--- config.mk ---
export PLATFORM = sky130hd
export DESIGN_NAME = uart_tx_arbiter_flat
export DESIGN_NICKNAME = d
export VERILOG_FILES = /design/src/rtl/uart_tx_arbiter_pkg.sv /design/src/rtl/uart_tx_arbiter_if.sv /design/src/rtl/uart_tx_arbiter_rr_arb.sv /design/src/rtl/uart_tx_arbiter.sv /design/src/flat_wrapper.sv
export SDC_FILE = /design/constraint.sdc
export NUM_CORES = 1
export LEC_CHECK = 0
export CORE_MARGIN = 1
export CORE_UTILIZATION = 44
export CTS_CLUSTER_SIZE = 20
export DETAILED_ROUTE_END_ITERATION = 10
export PLACE_DENSITY = 0.91
export SETUP_SLACK_MARGIN = 0.3
export SLEW_MARGIN = 15
export SYNTH_ARGS = -nofsm -noshare
export SYNTH_HDL_FRONTEND = slang
export SYNTH_SLANG_ARGS = --single-unit
export TNS_END_PERCENT = 100
--- constraint.sdc ---
create_clock -name clk -period 2.9 [get_ports clk]
set_clock_uncertainty 0.15 [all_clocks]
set_input_delay 0.58 -clock clk [delete_from_list [all_inputs] [get_ports clk]]
set_output_delay 0.58 -clock clk [all_outputs]
set_load 0.01 [all_outputs]
--- src/rtl/uart_tx_arbiter_pkg.sv ---
// uart_tx_arbiter_pkg: arbiter state encoding and index-width helper
package uart_tx_arbiter_pkg;
  typedef enum logic [1:0] {S_IDLE, S_ISSUE, S_WAIT_START, S_WAIT_DONE} state_e;
  function automatic int clog2(input int n);
    int w;
    w = 1;
    while ((1 << w) < n) w++;
    return w;
  endfunction
endpackage

--- src/rtl/uart_tx_arbiter_if.sv ---
// uart_tx_arbiter_if: requester byte bus plus uart transmit handshake and status
interface uart_tx_arbiter_if #(parameter int NREQ = 4);
  logic [NREQ-1:0] req_valid;
  logic [NREQ-1:0] req_last;
  logic [NREQ-1:0] req_ready;
  logic [NREQ*8-1:0] req_data;
  logic uart_transmit;
  logic uart_is_transmitting;
  logic [7:0] uart_tx_byte;
  logic [2:0] grant_id;
  logic busy;
  logic err_timeout;
  modport master (
    output req_valid, req_data, req_last, uart_is_transmitting,
    input req_ready, uart_transmit, uart_tx_byte, grant_id, busy, err_timeout
  );
  modport slave (
    input req_valid, req_data, req_last, uart_is_transmitting,
    output req_ready, uart_transmit, uart_tx_byte, grant_id, busy, err_timeout
  );
endinterface

--- src/rtl/uart_tx_arbiter_rr_arb.sv ---
// uart_tx_arbiter_rr_arb: first set mask bit at or after ptr, wrapping, as one-hot and index
module uart_tx_arbiter_rr_arb
  import uart_tx_arbiter_pkg::*;
#(
  parameter int N = 4,
  localparam int IW = clog2(N)
) (
  input  logic [N-1:0]  mask_i,
  input  logic [IW-1:0] ptr_i,
  output logic [N-1:0]  oh_o,
  output logic [IW-1:0] idx_o,
  output logic          any_o
);
  logic [IW-1:0] j;
  // scanning farthest-first lets the nearest candidate overwrite the rest
  always_comb begin
    idx_o = '0;
    j = '0;
    for (int k = N - 1; k >= 0; k--) begin
      j = IW'((int'(ptr_i) + k) % N);
      if (mask_i[j]) idx_o = j;
    end
  end
  assign any_o = |mask_i;
  assign oh_o = any_o ? (N'(1) << idx_o) : '0;
endmodule

--- src/rtl/uart_tx_arbiter.sv ---
// uart_tx_arbiter: round-robin share of one uart transmitter among NREQ byte requesters
module uart_tx_arbiter
  import uart_tx_arbiter_pkg::*;
#(
  parameter int NREQ = 4,
  parameter int START_TIMEOUT = 16
) (
  input logic clk,
  input logic rst,
  uart_tx_arbiter_if.slave bus
);
  localparam int IW = clog2(NREQ);
  localparam int TW = clog2(START_TIMEOUT);
  state_e state_q, state_d;
  logic [IW-1:0] ptr_q, ptr_d, owner_q, owner_d, gid_q, gid_d, gid_nxt, win_idx;
  logic [TW-1:0] timer_q, timer_d;
  logic [7:0] data_q, data_d;
  logic lock_q, lock_d, last_q, last_d, any, accept, timeout;
  logic [NREQ-1:0] cand, win_oh;
  // a held packet lock narrows the field to the owner alone
  assign cand = lock_q ? bus.req_valid & (NREQ'(1) << owner_q) : bus.req_valid;
  uart_tx_arbiter_rr_arb #(.N(NREQ)) u_arb (
    .mask_i(cand),
    .ptr_i(ptr_q),
    .oh_o(win_oh),
    .idx_o(win_idx),
    .any_o(any)
  );
  assign accept = state_q == S_IDLE && any && !bus.uart_is_transmitting;
  assign gid_nxt = gid_q == IW'(NREQ - 1) ? '0 : gid_q + IW'(1);
  assign timeout = state_q == S_WAIT_START && !bus.uart_is_transmitting && timer_q == TW'(START_TIMEOUT - 1);
  assign bus.req_ready = accept ? win_oh : '0;
  assign bus.uart_transmit = state_q == S_ISSUE;
  assign bus.uart_tx_byte = data_q;
  assign bus.grant_id = 3'(gid_q);
  assign bus.busy = state_q != S_IDLE;
  assign bus.err_timeout = timeout;
  always_ff @(posedge clk) begin
    if (rst) begin
      state_q <= S_IDLE;
      ptr_q <= '0;
      owner_q <= '0;
      lock_q <= 1'b0;
      gid_q <= '0;
      data_q <= '0;
      last_q <= 1'b0;
      timer_q <= '0;
    end else begin
      state_q <= state_d;
      ptr_q <= ptr_d;
      owner_q <= owner_d;
      lock_q <= lock_d;
      gid_q <= gid_d;
      data_q <= data_d;
      last_q <= last_d;
      timer_q <= timer_d;
    end
  end
  always_comb begin
    state_d = state_q;
    ptr_d = ptr_q;
    owner_d = owner_q;
    lock_d = lock_q;
    gid_d = gid_q;
    data_d = data_q;
    last_d = last_q;
    timer_d = timer_q;
    case (state_q)
      S_IDLE: if (accept) begin
        data_d = bus.req_data[8*win_idx +: 8];
        last_d = bus.req_last[win_idx];
        gid_d = win_idx;
        state_d = S_ISSUE;
      end
      S_ISSUE: begin
        timer_d = '0;
        state_d = S_WAIT_START;
      end
      S_WAIT_START: if (bus.uart_is_transmitting) begin
        state_d = S_WAIT_DONE;
      end else if (timeout) begin
        lock_d = 1'b0;
        ptr_d = gid_nxt;
        state_d = S_IDLE;
      end else begin
        timer_d = timer_q + TW'(1);
      end
      S_WAIT_DONE: if (!bus.uart_is_transmitting) begin
        state_d = S_IDLE;
        lock_d = !last_q;
        owner_d = gid_q;
        ptr_d = last_q ? gid_nxt : ptr_q;
      end
    endcase
  end
endmodule

--- src/flat_wrapper.sv ---
// flat-port wrapper written by rule: the top's interface ports become plain ports
module uart_tx_arbiter_flat import uart_tx_arbiter_pkg::*;
#(
  parameter int NREQ = 4,
  parameter int START_TIMEOUT = 16
)
  (clk, rst, bus_req_valid, bus_req_data, bus_req_last, bus_uart_is_transmitting, bus_req_ready, bus_uart_transmit, bus_uart_tx_byte, bus_grant_id, bus_busy, bus_err_timeout);
  uart_tx_arbiter_if #(.NREQ(NREQ)) bus_i ();
  input logic clk;
  input logic rst;
  input wire logic [$bits(bus_i.req_valid)-1:0] bus_req_valid;
  input wire logic [$bits(bus_i.req_data)-1:0] bus_req_data;
  input wire logic [$bits(bus_i.req_last)-1:0] bus_req_last;
  input wire logic [$bits(bus_i.uart_is_transmitting)-1:0] bus_uart_is_transmitting;
  output wire logic [$bits(bus_i.req_ready)-1:0] bus_req_ready;
  output wire logic [$bits(bus_i.uart_transmit)-1:0] bus_uart_transmit;
  output wire logic [$bits(bus_i.uart_tx_byte)-1:0] bus_uart_tx_byte;
  output wire logic [$bits(bus_i.grant_id)-1:0] bus_grant_id;
  output wire logic [$bits(bus_i.busy)-1:0] bus_busy;
  output wire logic [$bits(bus_i.err_timeout)-1:0] bus_err_timeout;
  assign bus_i.req_valid = bus_req_valid;
  assign bus_i.req_data = bus_req_data;
  assign bus_i.req_last = bus_req_last;
  assign bus_i.uart_is_transmitting = bus_uart_is_transmitting;
  assign bus_req_ready = bus_i.req_ready;
  assign bus_uart_transmit = bus_i.uart_transmit;
  assign bus_uart_tx_byte = bus_i.uart_tx_byte;
  assign bus_grant_id = bus_i.grant_id;
  assign bus_busy = bus_i.busy;
  assign bus_err_timeout = bus_i.err_timeout;
  uart_tx_arbiter #(.NREQ(NREQ), .START_TIMEOUT(START_TIMEOUT)) u_core (.clk(clk), .rst(rst), .bus(bus_i));
endmodule
==> results.md, run 1 <==
* Outcome: finished clean
* Least-Margin Pin Slew at 0.634 ns
* Nets at 323
* CTS root buffer: clkbuf_8
* Diodes inserted at 0
* Hold Path Class: reg -> reg
* Starting DRT DRC Count at 150
* Ranking of synthesized cells by area: dfxtp_1 (27%), mux2_4 (6.5%), a311o_1 (5.5%), a211oi_1 (5.1%), mux2i_1 (4.3%)
* Site Rows at 21
* Simple-gate portion of the synthesized area at 24.9%
* Clock buffer depth at 2
* CTS buffer count at 3
* # DRC at 0
* Die ar. at 3940 um^2
* Number of H-tree levels at 1
* Cell taking the most area after synthesis: dfxtp_1
* Hold Path Cell Cnt at 2
* Initial antenna violation count at 0
* Highest metal layer with signal wires: met4
* Met2 WL at 2810 um
* CP endpoint kind: primary output
* Period utilization at 91.4%
* Syn Nets at 236
* FMAX at 377 MHz
* Post-Synth Adder-Cell Area at 1.54%
* Metal3 WL at 372 um
* Die X at 62.8 um
* Setup slack, reg-to-reg at 0.47 ns
* Post-synthesis mux area share at 13.8%
* Post-CTS Hold Buffers at 0
* Post-Synth XOR/XNOR Area at 1.08%
* # setup viols final at 0
* Worst Hold Launch: u_core.gid_q[1]
* Final Power at 880 uW
* Final core occ at 77.5%
* Max_slew headroom at 57.3%
* Synth Instances at 191
* Initial core utilization at 47.3%
* Largest net degree at the start of global routing at 17
* R2R depth at 9
* Critical setup path kind: in -> out
* GRT overflow at 0
* Mapped Area at 1630 um^2
* Clk Latency, worst-skew pair at 0.27 ns
* Leakage at 0.000991 uW
* FF-to-FF End: u_core.bus.uart_tx_byte[3]
* Dpl hpwl at 3650 um
* GRT Resource Usage Total at 26.9%
* Worst-path clk slew at 0.08 ns
* Maximum capacitance violations at 0
* Crit-path max FO at 6
* Ys flop type: dfxtp_1
* Synth warn at 0
* Total core area at 3440 um^2
* Slew Viols, Final at 0
* Vias in the first global route at 1918
* Worst hold endpoint: u_core.owner_q[1]
* CTS tree: done
* Via count at 1893
* Library cells used by synthesis at 48
* Yosys reg bits at 22
* Setup TNS at 0 ns
* RSZ-0062 raised after global routing: true
* First-pass iteration count of the detailed router at 4
* Port Buffers at 59
* Mean routed wirelength per cell at 16.1 um
* Async S/R FF share, synth at 0%
* M1 wire length at 1910 um
* Num ports at 61
* First-pass GRT wire length at 8480 um
* Post-synth top area share at 27.1%
* Synthesis-to-finish area growth at 64.0%
* Final Hold Viols at 0
* WP data arrival at 1.92 ns
* Routability Congestion at 0.793
* Register area share after synthesis at 27.1%
* Tmin final at 2.65 ns
* Crit start category: input port
* Largest family of logic cells by synthesized area: compound AO/OA/AOI/OAI gates
* Drt total wl at 5200 um
* RR Startpoint: u_core.owner_q[1]
* Synth Area in Compound Gates at 25.2%
* VDD IR max at 0.292 mV
* Via/cell ratio at 5.86
* Syn_area_per_cell at 8.52 um^2
* CTS Sinks at 22
* Crit path required time at 2.17 ns
* DRT antenna net count at 0
* Share of cells above drive strength 1 at 31.4%
* EDFF count, synth at 0
* Power Dens Cells at 330 nW/um^2
* Die span in y at 62.8 um
synth_stat cells, types with 5 or more instances:
master,count
nand2_1,10
nor3_1,6
a21oi_1,7
o21ai_0,9
nand4_1,5
nand3_1,13
mux2_4,7
nor3b_1,9
mux2i_1,7
a211oi_1,11
clkbuf_1,10
a311o_1,9
nand2b_1,5
inv_1,5
dfxtp_1,22
nor2_1,14
metal layers:
metal,up-vias,global-route usage (%)
met5,-,0
met4,0,6.69
met3,14,7.66
met2,103,52.3
met1,885,27.8
li1,891,-
layout by cell type (no fill, tap or decap), types with 5 or more instances in the layout:
cell type and instances:
nor3b_1 9, dfxtp_1 19, a211oi_1 11, a21oi_1 6, nor3_1 6, buf_4 35
a311o_1 9, clkdlybuf4s50_1 50, buf_6 7, mux2_4 7, nand4_1 5, nand2_1 8
o21ai_0 9, nand3_1 13, nor2_1 14
metrics by stage:
step	hold WS [ns]	cell area, um^2	setup slack [ns]	instances
finish	0.383	2670	0.248	323
CTS	0.383	2570	0.267	321
detailed placement	0.370	2420	-0.607	310
floorplan	0.366	1630	0.357	191
global route	0.413	2670	0.211	323
global placement	0.370	2420	-0.560	310
worst max-delay path, cell delays in order:
cell     delay (ns)
buf_12         0.11
or4_4          0.55
a21oi_4        0.22
nor3_4         0.06
buf_6          0.14
and3_4         0.15
buf_6          0.12
flip-flops by register name, indices dropped and copies added, names as in the netlist:
signal	cells
u_core.timer_q	4
u_core.ptr_q	2
u_core.bus.uart_tx_byte	8
u_core.owner_q	2
u_core.gid_q	2
u_core.last_q	1
u_core.lock_q	1
u_core.state_q	2
layout make-up:
cell class / count / area, um^2
well taps: 46 / 57.6
repair buffers: 98 / 887
flip-flops and latches: 22 / 452
inverters: 5 / 18.8
fillers: 242 / 774
clock buffers: 4 / 55.1
multi-input cells: 148 / 1200
report_power, final:
group	internal (uW)	switching, uW	total (uW)	leakage (uW)
sequential	318	14.9	332	0.000182
combinational	184	137	321	0.000780
clock	121	106	227	0.0000288
worst max-delay path by stage:
stage,startpoint,endpoint,slack [ns],depth (start not counted)
floorplan,bus_req_valid[2],bus_req_ready[1],0.36,6
global placement,bus_req_valid[3],bus_req_ready[1],-0.56,6
detailed placement,bus_req_valid[3],bus_req_ready[1],-0.61,6
CTS,bus_req_valid[3],bus_req_ready[1],0.27,7
global route,u_core.ptr_q[0],bus_req_ready[1],0.21,7
finish,bus_req_valid[2],bus_req_ready[1],0.25,7
cells by family (layout without fill, tap and decap cells):
logic type	count (synthesis)	in the layout
other	1	1
muxes	17	17
and+or+nand+nor	74	74
adders and majority gates	2	2
AOI/OAI and AO/OA	52	52
buffers and inverters	21	107
xor gates and xnor gates	2	2
DFF	22	22
repair_timing:
action,4_1_cts,5_1_grt
resized for setup,52,25
cloned,0,0
setup endpoints to repair,14,5
pin swaps,6,10
setup buffers,7,2
(Power assumes the default switching activity.)
==> run 2, diff against run 1 <==
Settings changed: ABC_AREA from default to 1.
==> run 2 against run 1 <==
  * Sequential share of layout area rose by 1.3 points
  * Via count grew 3.4%
  * Hold slack got worse by 0.036 ns
  * Sequential power grew 24%
  * Routed wire length down 8.9%
  * Clock power rose by 6%
  * Critical path depth grew 6
  * Synthesized area decreased by 0.92%
  * Die area shrank 0.89%
  * Combinational power is 110% higher
  * Largest cell class unchanged
==> results.md, run 2 <==
* Post-synthesis mux area share at 0% (-14 points)
* Most frequent cells in the layout: clkdlybuf4s50_1 (50), nand2_1 (45), inv_1 (39)
* Initial core utilization at 47.2% (-0.076 points)
* Setup slack, reg-to-reg at 0.75 ns (+0.28 ns)
* GRT Resource Usage Total at 21.8% (-5.2 points)
* Site Rows at 21 (unchanged)
* Top cells by count, synth: nand2_1 (63), inv_1 (43), nand3_1 (41), nor2_1 (39), dfxtp_1 (22)
* Via count at 1957 (+3.4%)
* Leakage at 0.00123 uW (+24%)
* Synth Area in Compound Gates at 9.16% (-16 points)
* Mapped Area at 1610 um^2 (-0.92%)
* Async S/R FF share, synth at 0% (unchanged)
* Num ports at 61 (unchanged)
* Critical setup path kind: in -> out
* Power Dens Cells at 535 nW/um^2 (+62%)
* Hold Path Cell Cnt at 2 (unchanged)
* Clock power share at 17.9% (-7.9 points)
* # setup viols final at 0 (unchanged)
* Place WS at -0.299 ns (+0.309 ns)
* Post-Synth Adder-Cell Area at 1.55% (+0.014 points)
* Crit start category: input port
* First-pass GRT wire length at 6960 um (-18%)
* Crit-path max FO at 4 (-2)
* Area of the multi-input gates at 1040 um^2 (-13%)
* PnR worst setup slack at 0.267 ns (+0.0187 ns)
* Slew Viols, Final at 0 (unchanged)
* Register area share after synthesis at 27.3% (+0.25 points)
* Crit path required time at 2.17 ns (about the same)
* Syn_area_per_cell at 5.99 um^2 (-30%)
* Via/cell ratio at 5.02 (-14%)
* Setup TNS at 0 ns (unchanged)
* Synth warn at 0 (unchanged)
* Max FFs per register at 8 (unchanged)
* Diodes inserted at 0 (unchanged)
* Worst-path clk slew at 0.13 ns (+0.05 ns)
* Die X at 62.5 um (-0.45%)
* Vias in the first global route at 1686 (-12%)
* Post-CTS Hold Buffers at 0 (unchanged)
* Die ar. at 3910 um^2 (-0.89%)
* Largest net degree at the start of global routing at 14 (-3)
* Clk Latency, worst-skew pair at 0.31 ns (+0.04 ns)
* Syn Nets at 314 (+33%)
* VDD IR max at 0.371 mV (+27%)
* Hold_ws at 0.347 ns (-0.0358 ns)
* GRT overflow at 0 (unchanged)
* Routability Congestion at 0.864 (+8.9%)
* CTS tree: done
* Finished Layout Cells at 390 (+21%)
* Post-synth top area share at 27.3% (+0.25 points)
* Cell taking the most area after synthesis: dfxtp_1
* FMAX at 380 MHz (+0.71%)
* Commonest non-fill, non-tap cell in the layout: clkdlybuf4s50_1
* Count leader, synth: nand2_1
* DRT antenna net count at 0 (unchanged)
* CTS root buffer: clkbuf_4
* Nets at 390 (+21%)
* CTS Sinks at 22 (unchanged)
* Internal power at 822 uW (+32%)
* Hold Path Class: reg -> reg
* Simple-gate portion of the synthesized area at 46.1% (+21 points)
* Critical Path Start: bus_req_valid[3]
* RSZ-0062 raised after global routing: true
* Fin area at 2510 um^2 (-6.1%)
* Dpl cells at 380 (+23%)
* CTS buffer count at 3 (unchanged)
* Initial antenna violation count at 0 (unchanged)
* Clock buffer depth at 2 (unchanged)
* Ys flop type: dfxtp_1
* FF-to-FF End: u_core.bus.uart_tx_byte[3]
* Dpl hpwl at 3260 um (-11%)
* First-pass iteration count of the detailed router at 4 (unchanged)
* Yosys reg bits at 22 (unchanged)
* Net Sw Power at 518 uW (+100%)
* Synthesis-to-finish area growth at 55.5%
* Outcome: finished clean
* Synth Instances at 269 (+41%)
* # DRC at 0 (unchanged)
* Tmin final at 2.63 ns (-0.0187 ns)
* R2R depth at 14 (+5)
* Library cells used by synthesis at 29 (-40%)
* Maximum capacitance violations at 0 (unchanged)
* RR Startpoint: u_core.owner_q[1]
* Share of cells above drive strength 1 at 23.8% (-7.6 points)
* Combinational group share of total power at 51.5% (+15 points)
* WP data arrival at 1.90 ns (-0.02 ns)
* Period utilization at 90.8% (-0.65 points)
* DP Area at 2310 um^2 (-4.6%)
* Final Hold Viols at 0 (unchanged)
* Ranking of synthesized cells by area: dfxtp_1 (27%), nand2_1 (15%), nand3_1 (13%), inv_1 (10%), nor2_1 (9.1%)
* Number of H-tree levels at 1 (unchanged)
* CP endpoint kind: primary output
* Starting DRT DRC Count at 143 (-4.7%)
* Register area at 457 um^2 (+1.1%)
* Seq pwr share at 30.7% (-7.1 points)
* Sw Ratio at 38.7% (+9.4 points)
* Mean routed wirelength per cell at 12.2 um (-25%)
* Fill cells at 266 (+9.9%)
* Port Buffers at 59 (unchanged)
* CP endpoint: bus_req_ready[2]
* Largest family of logic cells by synthesized area: simple AND/OR/NAND/NOR gates
* Die span in y at 62.5 um (-0.45%)
* Total core area at 3420 um^2 (-0.76%)
* EDFF count, synth at 0 (unchanged)
* Post-Synth XOR/XNOR Area at 0.543% (-0.53 points)
* Drt total wl at 4740 um (-8.9%)
run 2: cell count changes after synthesis, sizes merged, moves of 6 or more:
| cell | previous run | this run |
|---|---|---|
| nand2 | 10 | 68 |
| inv | 5 | 46 |
| nand3 | 13 | 44 |
| nor2 | 15 | 41 |
| a211oi | 11 | 1 |
| a311o | 9 | 0 |
| clkbuf | 10 | 1 |
| mux2 | 9 | 0 |
| mux2i | 7 | 0 |
| nand2b | 6 | 0 |
run 2: through the flow:
| stage | power, uW | utilization, % |
|---|---|---|
| after detailed placement | 1050 | 67.5 |
| after global routing | 1430 | 73.4 |
| final | 1340 | 73.4 |
| after global placement | 1040 | 67.5 |
| after floorplan | 782 | - |
| after CTS | 1300 | 69.5 |
run 2: how the worst min path moves through the flow:
stage | startpoint | end | slack (ns)
6_report | u_core.timer_q[1] | u_core.timer_q[1] | 0.35
5_1_grt | u_core.timer_q[1] | u_core.timer_q[1] | 0.38
4_1_cts | u_core.timer_q[1] | u_core.timer_q[1] | 0.35
3_5_place_dp | u_core.timer_q[1] | u_core.timer_q[1] | 0.33
3_3_place_gp | u_core.timer_q[1] | u_core.timer_q[1] | 0.32
2_1_floorplan | u_core.timer_q[0] | u_core.timer_q[0] | 0.30
run 2: metal layers:
layer	up-vias	part of all wire [%]	GRT usage (%)
met3	11	6.3	4.56
met5	-	0	0
met2	86	51	37.5
met1	870	41	26.4
met4	0	1.7	8.14
li1	990	-	-
run 2: cell families after synthesis:
logic type	after synthesis
compound gates	24
xor+xnor	1
fa+ha+maj	2
buf+inv	55
flops	22
other cells	1
simple gates	164
run 2: power groups by stage:
stage          clock [uW]  combinational, uW  sequential (uW)
2_1_floorplan           0                365              417
3_3_place_gp            0                631              411
3_5_place_dp            0                643              411
4_1_cts               240                649              407
5_1_grt               256                757              416
6_report              240                689              411
run 2: critical path, cell delays in order:
cell and delay, ns:
dlygate4sd2_1 0.28, nand3_1 0.13, nand2_2 0.09, nand2_1 0.09, nand2_2 0.07, nand2_2 0.08, nand2_2 0.05, nand2_2 0.10
nand2_4 0.07, inv_2 0.06, nand2_2 0.06, nor2_1 0.11, buf_2 0.13
run 2: layout make-up:
type                       instances  share of cell area, %
clock buffer                       3                  0.899
clock inverter                     1                   1.20
inverter                          46                   7.09
multi-input combinational        192                   41.5
sequential                        22                   18.2
tap                               46                   2.30
timing repair buffer              80                   28.8
run 2: repair_timing:
action	CTS	global route
buffers inserted	1	5
setup endpoints to repair	5	4
pin swaps	8	15
gates resized for setup	30	38
==> run 3, diff against run 2 <==
Settings changed: CORE_UTILIZATION 44 to 45, PLACE_DENSITY 0.91 to 0.93, RECOVER_POWER from default to 50, SYNTH_HIERARCHICAL from default to 1.
==> run 3 against run 2 <==
  * Die area about the same
  * Final cell count increased by 4.1%
  * Critical path depth increased by 3
  * Sequential share of layout area decreased by 0.80 points
  * Clock power decreased by 28%
  * Sequential power decreased by 11%
  * Clock-buffer cell count increased by 1
==> results.md, run 3 <==
* Mapped Area at 1650 um^2 (+2.2%)
* Diodes inserted at 0 (unchanged)
* Most frequent cells in the layout: nor2_1 (55), nand2_1 (53), clkdlybuf4s50_1 (40)
* Syn Nets at 332 (+5.7%)
* Yosys reg bits at 22 (unchanged)
* Dpl cells at 395 (+3.9%)
* Num ports at 61 (unchanged)
* Die X at 62.5 um (about the same)
* Via/cell ratio at 5.00 (-0.36%)
* Total core area at 3420 um^2 (unchanged)
* Fin area at 2570 um^2 (+2.6%)
* Crit-path max FO at 4 (unchanged)
* Dpl hpwl at 3300 um (+1.3%)
* Maximum capacitance violations at 0 (unchanged)
* Crit start category: flip-flop
* Register area share after synthesis at 26.7% (-0.58 points)
* Syn_area_per_cell at 5.74 um^2 (-4.2%)
* Outcome: finished clean
* Cell taking the most area after synthesis: dfxtp_1
* Worst Hold Launch: u_core/timer_q[0]
* Mean routed wirelength per cell at 11.9 um (-2.0%)
* Post-synth top area share at 26.7% (-0.58 points)
* Hold Path Class: reg -> reg
* Port Buffers at 59 (unchanged)
* Finished Layout Cells at 406 (+4.1%)
* Ys flop type: dfxtp_1
* Grt met2 use at 45.5% (+8.0 points)
* Final Hold Viols at 0 (unchanged)
* Fill cells at 273 (+2.6%)
* FMAX at 364 MHz (-4.2%)
* Number of H-tree levels at 1 (unchanged)
* Routability Congestion at 0.843 (-2.4%)
* Synth Instances at 287 (+6.7%)
* Crit path required time at 2.17 ns (about the same)
* Most used routing layer: met2
* Largest net degree at the start of global routing at 24 (+10)
* Site Rows at 21 (unchanged)
* Drt total wl at 4840 um (+2.0%)
* Met1 usage at 22.1% (-4.4 points)
* Initial antenna violation count at 0 (unchanged)
* CTS root buffer: clkbuf_4
* Nets at 406 (+4.1%)
* Max FFs per register at 8 (unchanged)
* Via count at 2030 (+3.7%)
* # DRC at 0 (unchanged)
* Count leader, synth: nand2_1
* Die span in y at 62.5 um (about the same)
* Critical setup path kind: reg -> out
* Period utilization at 94.8% (+4.0 points)
* Clock buffer depth at 2 (unchanged)
* CP endpoint kind: primary output
* Ranking of synthesized cells by area: dfxtp_1 (27%), nand2_1 (16%), nor2_1 (13%), inv_1 (9.3%), o21ai_0 (7.6%)
* Die ar. at 3910 um^2 (about the same)
* Share of cells above drive strength 1 at 24.2% (+0.33 points)
* First-pass GRT wire length at 7270 um (+4.5%)
* Leakage at 0.00126 uW (+2.3%)
* CTS Sinks at 22 (unchanged)
* Slew Viols, Final at 0 (unchanged)
* RSZ-0062 raised after global routing: true
* Met3 usage at 7.12% (+2.6 points)
* Async S/R FF share, synth at 0% (unchanged)
* CTS buffer count at 3 (unchanged)
* Power Dens Cells at 436 nW/um^2 (-18%)
* RR Startpoint: u_core/owner_q[1]
* Top cells by count, synth: nand2_1 (69), nor2_1 (59), inv_1 (41), o21ai_0 (25), dfxtp_1 (22)
* # setup viols final at 0 (unchanged)
* GRT overflow at 0 (unchanged)
* Worst-path clk slew at 0.12 ns (about the same)
* Clk Latency, worst-skew pair at 0.32 ns (about the same)
* First-pass iteration count of the detailed router at 4 (unchanged)
* DRT antenna net count at 0 (unchanged)
* EDFF count, synth at 0 (unchanged)
* DP Area at 2330 um^2 (+0.87%)
* WP data arrival at 2.02 ns (+0.12 ns)
* Vias in the first global route at 1789 (+6.1%)
* CTS tree: done
* Library cells used by synthesis at 23 (-21%)
* Commonest non-fill, non-tap cell in the layout: nor2_1
* Least-Margin Pin Slew at 0.540 ns
* Initial core utilization at 48.2% (+1.0 points)
* VDD IR max at 0.260 mV (-30%)
* Starting DRT DRC Count at 63 (-56%)
* Synthesis-to-finish area growth at 56.2%
* Max_slew headroom at 64.0%
* Synth warn at 6 (+6)
* Tmin final at 2.75 ns (+0.117 ns)
* Critical Path Start: u_core/owner_q[1]
* GRT Resource Usage Total at 23.3% (+1.5 points)
[run 3: changes by cell type after synthesis, moves of 6 or more]
cell      delta
o211ai_1     +8
nor3_1       -6
nand2_1      +6
nor2_1      +20
nand3_1     -27
o21ai_0     +18
[run 3: worst max-delay path, cell delays in order, from the launching register on]
cell      delay, ns
dfxtp_2        0.35
inv_2          0.07
nand2_2        0.07
a21boi_4       0.17
inv_2          0.08
nand2_4        0.08
nand3_4        0.10
nand2_2        0.09
nand2_1        0.06
nand2_2        0.09
nand3_2        0.08
nand2_2        0.10
nand2_1        0.06
inv_1          0.05
inv_1          0.03
nor2_1         0.08
buf_2          0.14
[run 3: worst paths after layout]
path	to	cells past startpoint	slack (ns)
worst min-delay path	u_core/timer_q[0]	1	0.30
worst max-delay path	bus_req_ready[1]	16	0.15
worst min register to register	u_core/timer_q[0]	1	0.30
worst max register to register	u_core/bus.uart_tx_byte[0]	18	0.44
[run 3: routing by layer]
layer / routed length [um] / part of all wire, % / vias up
met2: 2640 / 55 / 48
met3: 254 / 5.3 / 6
met4: 49 / 1.0 / 0
li1: - / - / 1048
met5: 0 / 0 / -
met1: 1890 / 39 / 928
[run 3: what timing repair did]
action	4_1_cts	5_1_grt
resized for setup	54	42
buffers inserted	4	2
hold buffers	0	0
cloned	0	1
setup endpoints to repair	15	14
pin swaps	14	24
[run 3: area by class of cell]
type	instances	area [um^2]	area share (%)
repair buffers	77	709	27.6
repair inverters	1	7.51	0.292
flip-flops and latches	22	448	17.4
multi-input cells	212	1140	44.5
well taps	46	57.6	2.24
clock buffers	4	36.3	1.41
inverters	44	169	6.57
[run 3: metrics by stage]
step                      total power [uW]  setup TNS (ns)  utilization (%)  hold slack (ns)  setup WS (ns)
after CTS                             1070               0             71.6            0.341          0.193
final                                 1120               0             75.3            0.304          0.150
after global routing                  1210         -0.0160             75.3            0.311        -0.0142
after detailed placement               877           -5.42             68.1            0.323         -0.658
after global placement                 861           -3.95             68.1            0.308         -0.554
after floorplan                        675               0                -            0.281          0.416
[run 3: power by group]
| group | switching (uW) | total (uW) | leakage (uW) | internal, uW |
|---|---|---|---|---|
| clock network | 94.9 | 172 | 0.0000210 | 76.9 |
| logic | 324 | 583 | 0.00105 | 260 |
| registers | 30.4 | 365 | 0.000183 | 335 |
[run 3: logic make-up after synthesis]
logic type | count (synthesis) | share of synthesized area (%)
adder cells (fa/ha/maj) | 2 | 1.52
other | 1 | 0.228
flip-flops | 22 | 26.7
AND/OR/NAND/NOR | 155 | 39.6
AO/OA/AOI/OAI | 54 | 18.4
buffers and inverters | 53 | 13.5
